## config.mk

```make
export PLATFORM = sky130hd
export DESIGN_NAME = mul_arb
export DESIGN_NICKNAME = d
export VERILOG_FILES = /design/src/rtl/mul_arb.sv
export SDC_FILE = /design/constraint.sdc
export NUM_CORES = 1
export LEC_CHECK = 0
export ABC_AREA = 1
export CAP_MARGIN = 5
export CELL_PAD_IN_SITES_DETAIL_PLACEMENT = 1
export CELL_PAD_IN_SITES_GLOBAL_PLACEMENT = 1
export CORE_MARGIN = 2
export CORE_UTILIZATION = 28
export CTS_CLUSTER_SIZE = 25
export DETAILED_ROUTE_END_ITERATION = 8
export PLACE_DENSITY = 0.79
export SLEW_MARGIN = 30
export SYNTH_ARGS = -nofsm -noshare
export SYNTH_HDL_FRONTEND = slang
export SYNTH_SLANG_ARGS = --single-unit
export TNS_END_PERCENT = 100
```

## constraint.sdc

```tcl
create_clock -name ck -period 1.7 [get_ports ck]
set_clock_uncertainty 0.2 [all_clocks]
set_input_delay 0.425 -clock ck [delete_from_list [all_inputs] [get_ports ck]]
set_output_delay 0.425 -clock ck [all_outputs]
set_load 0.1 [all_outputs]
```

## src/rtl/mul_arb.sv

```systemverilog
// rtl/mul_arb.sv - two-requester round-robin front end for a shared multiplier; optional abort via `MUL_ARB_TIMEOUT_EN
module mul_arb #(
    parameter int TIMEOUT = 64
) (
    input  logic        ck,
    input  logic        rst,
    input  logic        req0,
    input  logic [7:0]  a0,
    input  logic [7:0]  b0,
    input  logic        req1,
    input  logic [7:0]  a1,
    input  logic [7:0]  b1,
    output logic        ack0,
    output logic        ack1,
    output logic        done0,
    output logic        done1,
    output logic [16:0] res,
    output logic        err,
    output logic [7:0]  mul_a,
    output logic [7:0]  mul_b,
    output logic        mul_start,
    input  logic [16:0] mul_o,
    input  logic        mul_fin
);

    typedef enum logic [1:0] {
        IDLE = 2'd0,
        BUSY = 2'd1,
        DONE = 2'd2
    } state_t;

    state_t      state_q, state_d;
    logic        win_q, win_d;
    logic        last_q, last_d;
    logic        ack0_q, ack0_d;
    logic        ack1_q, ack1_d;
    logic        done0_q, done0_d;
    logic        done1_q, done1_d;
    logic        mul_start_q, mul_start_d;
    logic [16:0] res_q, res_d;
    logic [7:0]  mul_a_q, mul_a_d;
    logic [7:0]  mul_b_q, mul_b_d;

    logic        grant;
    logic        fin_ok;
    logic        timeout_hit;

    // Round-robin pick: on contention the requester not served last wins
    assign grant  = (req0 && req1) ? ~last_q : req1;

    // A completion flag seen while start is still asserted belongs to an older operation
    assign fin_ok = mul_fin && !mul_start_q;

`ifdef MUL_ARB_TIMEOUT_EN
    localparam int CW = $clog2(TIMEOUT + 1);
    localparam logic [CW-1:0] CNT_LAST = CW'(TIMEOUT - 1);

    logic [CW-1:0] cnt_q, cnt_d;
    logic          err_q, err_d;

    assign timeout_hit = (state_q == BUSY) && (cnt_q == CNT_LAST);
    assign err         = err_q;

    // Count cycles spent in BUSY; cleared everywhere else so each operation starts fresh
    always_comb begin
        cnt_d = '0;
        if (state_q == BUSY) begin
            cnt_d = cnt_q + 1'b1;
        end
    end

    // Busy-cycle counter register
    always_ff @(posedge ck or posedge rst) begin
        if (rst) begin
            cnt_q <= '0;
            err_q <= 1'b0;
        end else begin
            cnt_q <= cnt_d;
            err_q <= err_d;
        end
    end
`else
    assign timeout_hit = 1'b0;
    assign err         = 1'b0;
`endif

    // State register
    always_ff @(posedge ck or posedge rst) begin
        if (rst) begin
            state_q <= IDLE;
        end else begin
            state_q <= state_d;
        end
    end

    // Next-state logic
    always_comb begin
        state_d = state_q;
        case (state_q)
            IDLE: begin
                if (req0 || req1) begin
                    state_d = BUSY;
                end
            end
            BUSY: begin
                if (fin_ok || timeout_hit) begin
                    state_d = DONE;
                end
            end
            DONE: begin
                state_d = IDLE;
            end
            default: begin
                state_d = IDLE;
            end
        endcase
    end

    // Output and datapath next values; every output is a flop so pulses land one cycle after the deciding edge
    always_comb begin
        ack0_d      = 1'b0;
        ack1_d      = 1'b0;
        done0_d     = 1'b0;
        done1_d     = 1'b0;
        mul_start_d = 1'b0;
        res_d       = res_q;
        mul_a_d     = mul_a_q;
        mul_b_d     = mul_b_q;
        win_d       = win_q;
        last_d      = last_q;
`ifdef MUL_ARB_TIMEOUT_EN
        err_d       = err_q;
`endif
        case (state_q)
            IDLE: begin
                if (req0 || req1) begin
                    win_d       = grant;
                    mul_a_d     = grant ? a1 : a0;
                    mul_b_d     = grant ? b1 : b0;
                    ack0_d      = ~grant;
                    ack1_d      = grant;
                    mul_start_d = 1'b1;
                end
            end
            BUSY: begin
                if (fin_ok) begin
                    res_d   = mul_o;
                    done0_d = ~win_q;
                    done1_d = win_q;
`ifdef MUL_ARB_TIMEOUT_EN
                    err_d   = 1'b0;
`endif
                end else if (timeout_hit) begin
                    res_d   = '0;
                    done0_d = ~win_q;
                    done1_d = win_q;
`ifdef MUL_ARB_TIMEOUT_EN
                    err_d   = 1'b1;
`endif
                end
            end
            DONE: begin
                // Pointer moves only once the operation has fully retired
                last_d = win_q;
            end
            default: begin
            end
        endcase
    end

    // Output and datapath registers; pointer resets to requester 1 so requester 0 wins first
    always_ff @(posedge ck or posedge rst) begin
        if (rst) begin
            ack0_q      <= 1'b0;
            ack1_q      <= 1'b0;
            done0_q     <= 1'b0;
            done1_q     <= 1'b0;
            mul_start_q <= 1'b0;
            res_q       <= '0;
            mul_a_q     <= '0;
            mul_b_q     <= '0;
            win_q       <= 1'b0;
            last_q      <= 1'b1;
        end else begin
            ack0_q      <= ack0_d;
            ack1_q      <= ack1_d;
            done0_q     <= done0_d;
            done1_q     <= done1_d;
            mul_start_q <= mul_start_d;
            res_q       <= res_d;
            mul_a_q     <= mul_a_d;
            mul_b_q     <= mul_b_d;
            win_q       <= win_d;
            last_q      <= last_d;
        end
    end

    assign ack0      = ack0_q;
    assign ack1      = ack1_q;
    assign done0     = done0_q;
    assign done1     = done1_q;
    assign mul_start = mul_start_q;
    assign res       = res_q;
    assign mul_a     = mul_a_q;
    assign mul_b     = mul_b_q;

endmodule

```

==> flow_summary.toml <==
[synthesis]
synth_top_area_cell = "dfrtp_1"
synth_seq_area_share_pct = 54.5
syn_area_um2 = 1930
syn-instance-count = 244
ys_seq_elements = 42
synth.top_cell.area_share_pct = 53.1
synth_cell_types = 18
synth.area.top_cells = "dfrtp_1 (53%), nand2_1 (20%), nand3_1 (8.3%), inv_1 (7.0%), buf_6 (2.9%)"
ys_warn_count = 0
syn_nets = 298
syn_avg_cell_area_um2 = 7.92

[clock_network]
post_cts_buffers = 0
cts_sinks = 42
clockRootBuffer = "clkbuf_8"
cts_tree = "done"
cts_hold_buf = 0
post_cts_resize_count = 0
clk_latency_ns = 0.29
cts.clk_slew.worst_paths_ns = 0.08
h-tree-depth = 2
cts_made_buffers = 5
clock_path_buffers = 2

[critical_path]
crit_arrival_ns = 1.54
path_delay_family = "buffers and inverters"
cp_num_buf_inv = 2
crit_path_end_kind = "register"
crit_chain = "clkdlybuf4s50_1 -> buf_4 -> nand2_4 -> nand2_1 -> nand3_1 -> nand2_1"
cp_max_fo = 18
startpoint_type = "input port"
cp.required_ns = 1.68
cp_slowest_cell = "clkdlybuf4s50_1"
cpMostUsedCell = "nand2_1"
timing_worst_setup_path_type = "in -> reg"
critPathMaxStageDelay_ns = 0.47

[drt]
drt-total-wl_mm = 5.60
dr.pass1.iters = 4
wire_per_inst_um = 13.2
vias = 1861
viasPerCell = 4.38
drc = 0
ant_nets = 0
drt-initial-drc-count = 60

[finish]
num-fill-cells = 773
final_nets = 398
syn_to_final_growth_pct = 79.5
seqCellArea_um2 = 1050
n_antenna_cell = 0
final_common_cell = "nand2_1"
drive_gt1_share_pct = 19.4
multiInputGateArea_um2 = 641
most-common-layout-cells = "nand2_1 (105), clkdlybuf4s50_1 (53), buf_12 (42)"

[die]
rows = 30
pin_count = 93
core_area_um2 = 6720
start_util_pct = 28.8
dieWidth_um = 87.1
die_area_um2 = 7580
dieHeight_um = 87.1

[global_route]
grt_pass1_vias = 2008
gr-total-overflow = 0
antenna_found_initial = 0
grt_max_degree = 21
grt_pass1_wl_mm = 9.44
grt_usage_pct = 16.1

[timing]
timing.fmax_mhz = 642
hold_slack_ns = 0.187
hold_violations = 0
rsz0062_at_grt = "no"
setup_viol = 0
post-route-period-util_pct = 91.6
maxSlewViolCount = 0
fin_crit_ns = 1.56

[place]
dp_hpwl_mm = 4.25
gp_congestion = 0.751
portBuffers = 91

[run_status]
status = "finished clean"

[hold_path]
hold_path_class = "in -> async"

[flow_run]
cap_violations = 0
## through the flow
stage | util [%] | area [µm²] | TNS, ns | worst slack, ns | std cells
floorplan | - | 1930 | 0 | 0.0130 | 244
global placement | 49.9 | 3360 | -3.79 | -0.169 | 416
detailed placement | 49.9 | 3360 | -5.25 | -0.249 | 416
CTS | 51.3 | 3450 | 0 | 0.0625 | 424
global route | 51.6 | 3470 | 0 | 0.0643 | 425
finish | 51.6 | 3470 | 0 | 0.143 | 425
## layout make-up
class / instances / share of cell area (%)
inverters: 38 / 4.11
clock buffers: 7 / 2.49
clock inverters: 1 / 0.144
flip-flops and latches: 42 / 30.4
well taps: 80 / 2.89
repair buffers: 104 / 41.5
multi-input cells: 153 / 18.5
## worst reg2reg max path, cell delays in order (launching register included)
cell,delay [ns]
dfstp_2,0.56
nand2_2,0.09
nand2_4,0.19
nand2_1,0.09
nand3_1,0.08
nand2_1,0.06
## flip-flops by register name, summed over array words and instances, names as in the netlist
signal     count
ack1           1
mul_a          8
ack0           1
done1          1
mul_start      1
done0          1
res           17
mul_b          8
win_q          1
last_q         1
state_q        2
## synth_stat cells
cell	n
nand3_1	32
conb_1	1
nor2_4	1
nand2_1	105
buf_4	4
inv_2	2
dfstp_2	1
a21oi_1	1
nand2_4	1
inv_1	36
nand2_2	1
buf_6	5
buf_2	2
o21ai_1	1
nor2_2	1
o21ai_0	3
dfrtp_1	41
nor2_1	6
## kinds of logic (layout without fill, tap and decap cells)
family	Yosys count	count (layout)	synth area share (%)
AO/OA/AOI/OAI	5	5	1.29
buffers and inverters	49	150	12.4
flip-flops	42	42	54.5
other	1	1	0.194
AND/OR/NAND/NOR	147	147	31.7
## routing by layer
metal	global-route usage, %	wire [µm]	part of all wire [%]	vias to the layer above
met1	18.6	2350	42	873
met4	7.95	87	1.6	0
li1	-	-	-	927
met5	0	0	0	-
met2	28.3	2930	52	55
met3	3.13	232	4.1	6
## path summary, 6_finish.rpt
path / start / to / slack [ns] / depth (start not counted)
max in group asynchronous: rst / last_q / 0.65 / 3
min in group ck: win_q / done0 / 0.28 / 1
worst min register to register: win_q / done0 / 0.28 / 1
worst max register to register: last_q / mul_b[4] / 0.32 / 5
worst min-delay path: rst / res[14] / 0.19 / 2
worst max-delay path: req1 / mul_b[4] / 0.14 / 6
Power is not shown: default switching activity piles up to over one toggle a cycle in this logic, so the estimate is an artifact.
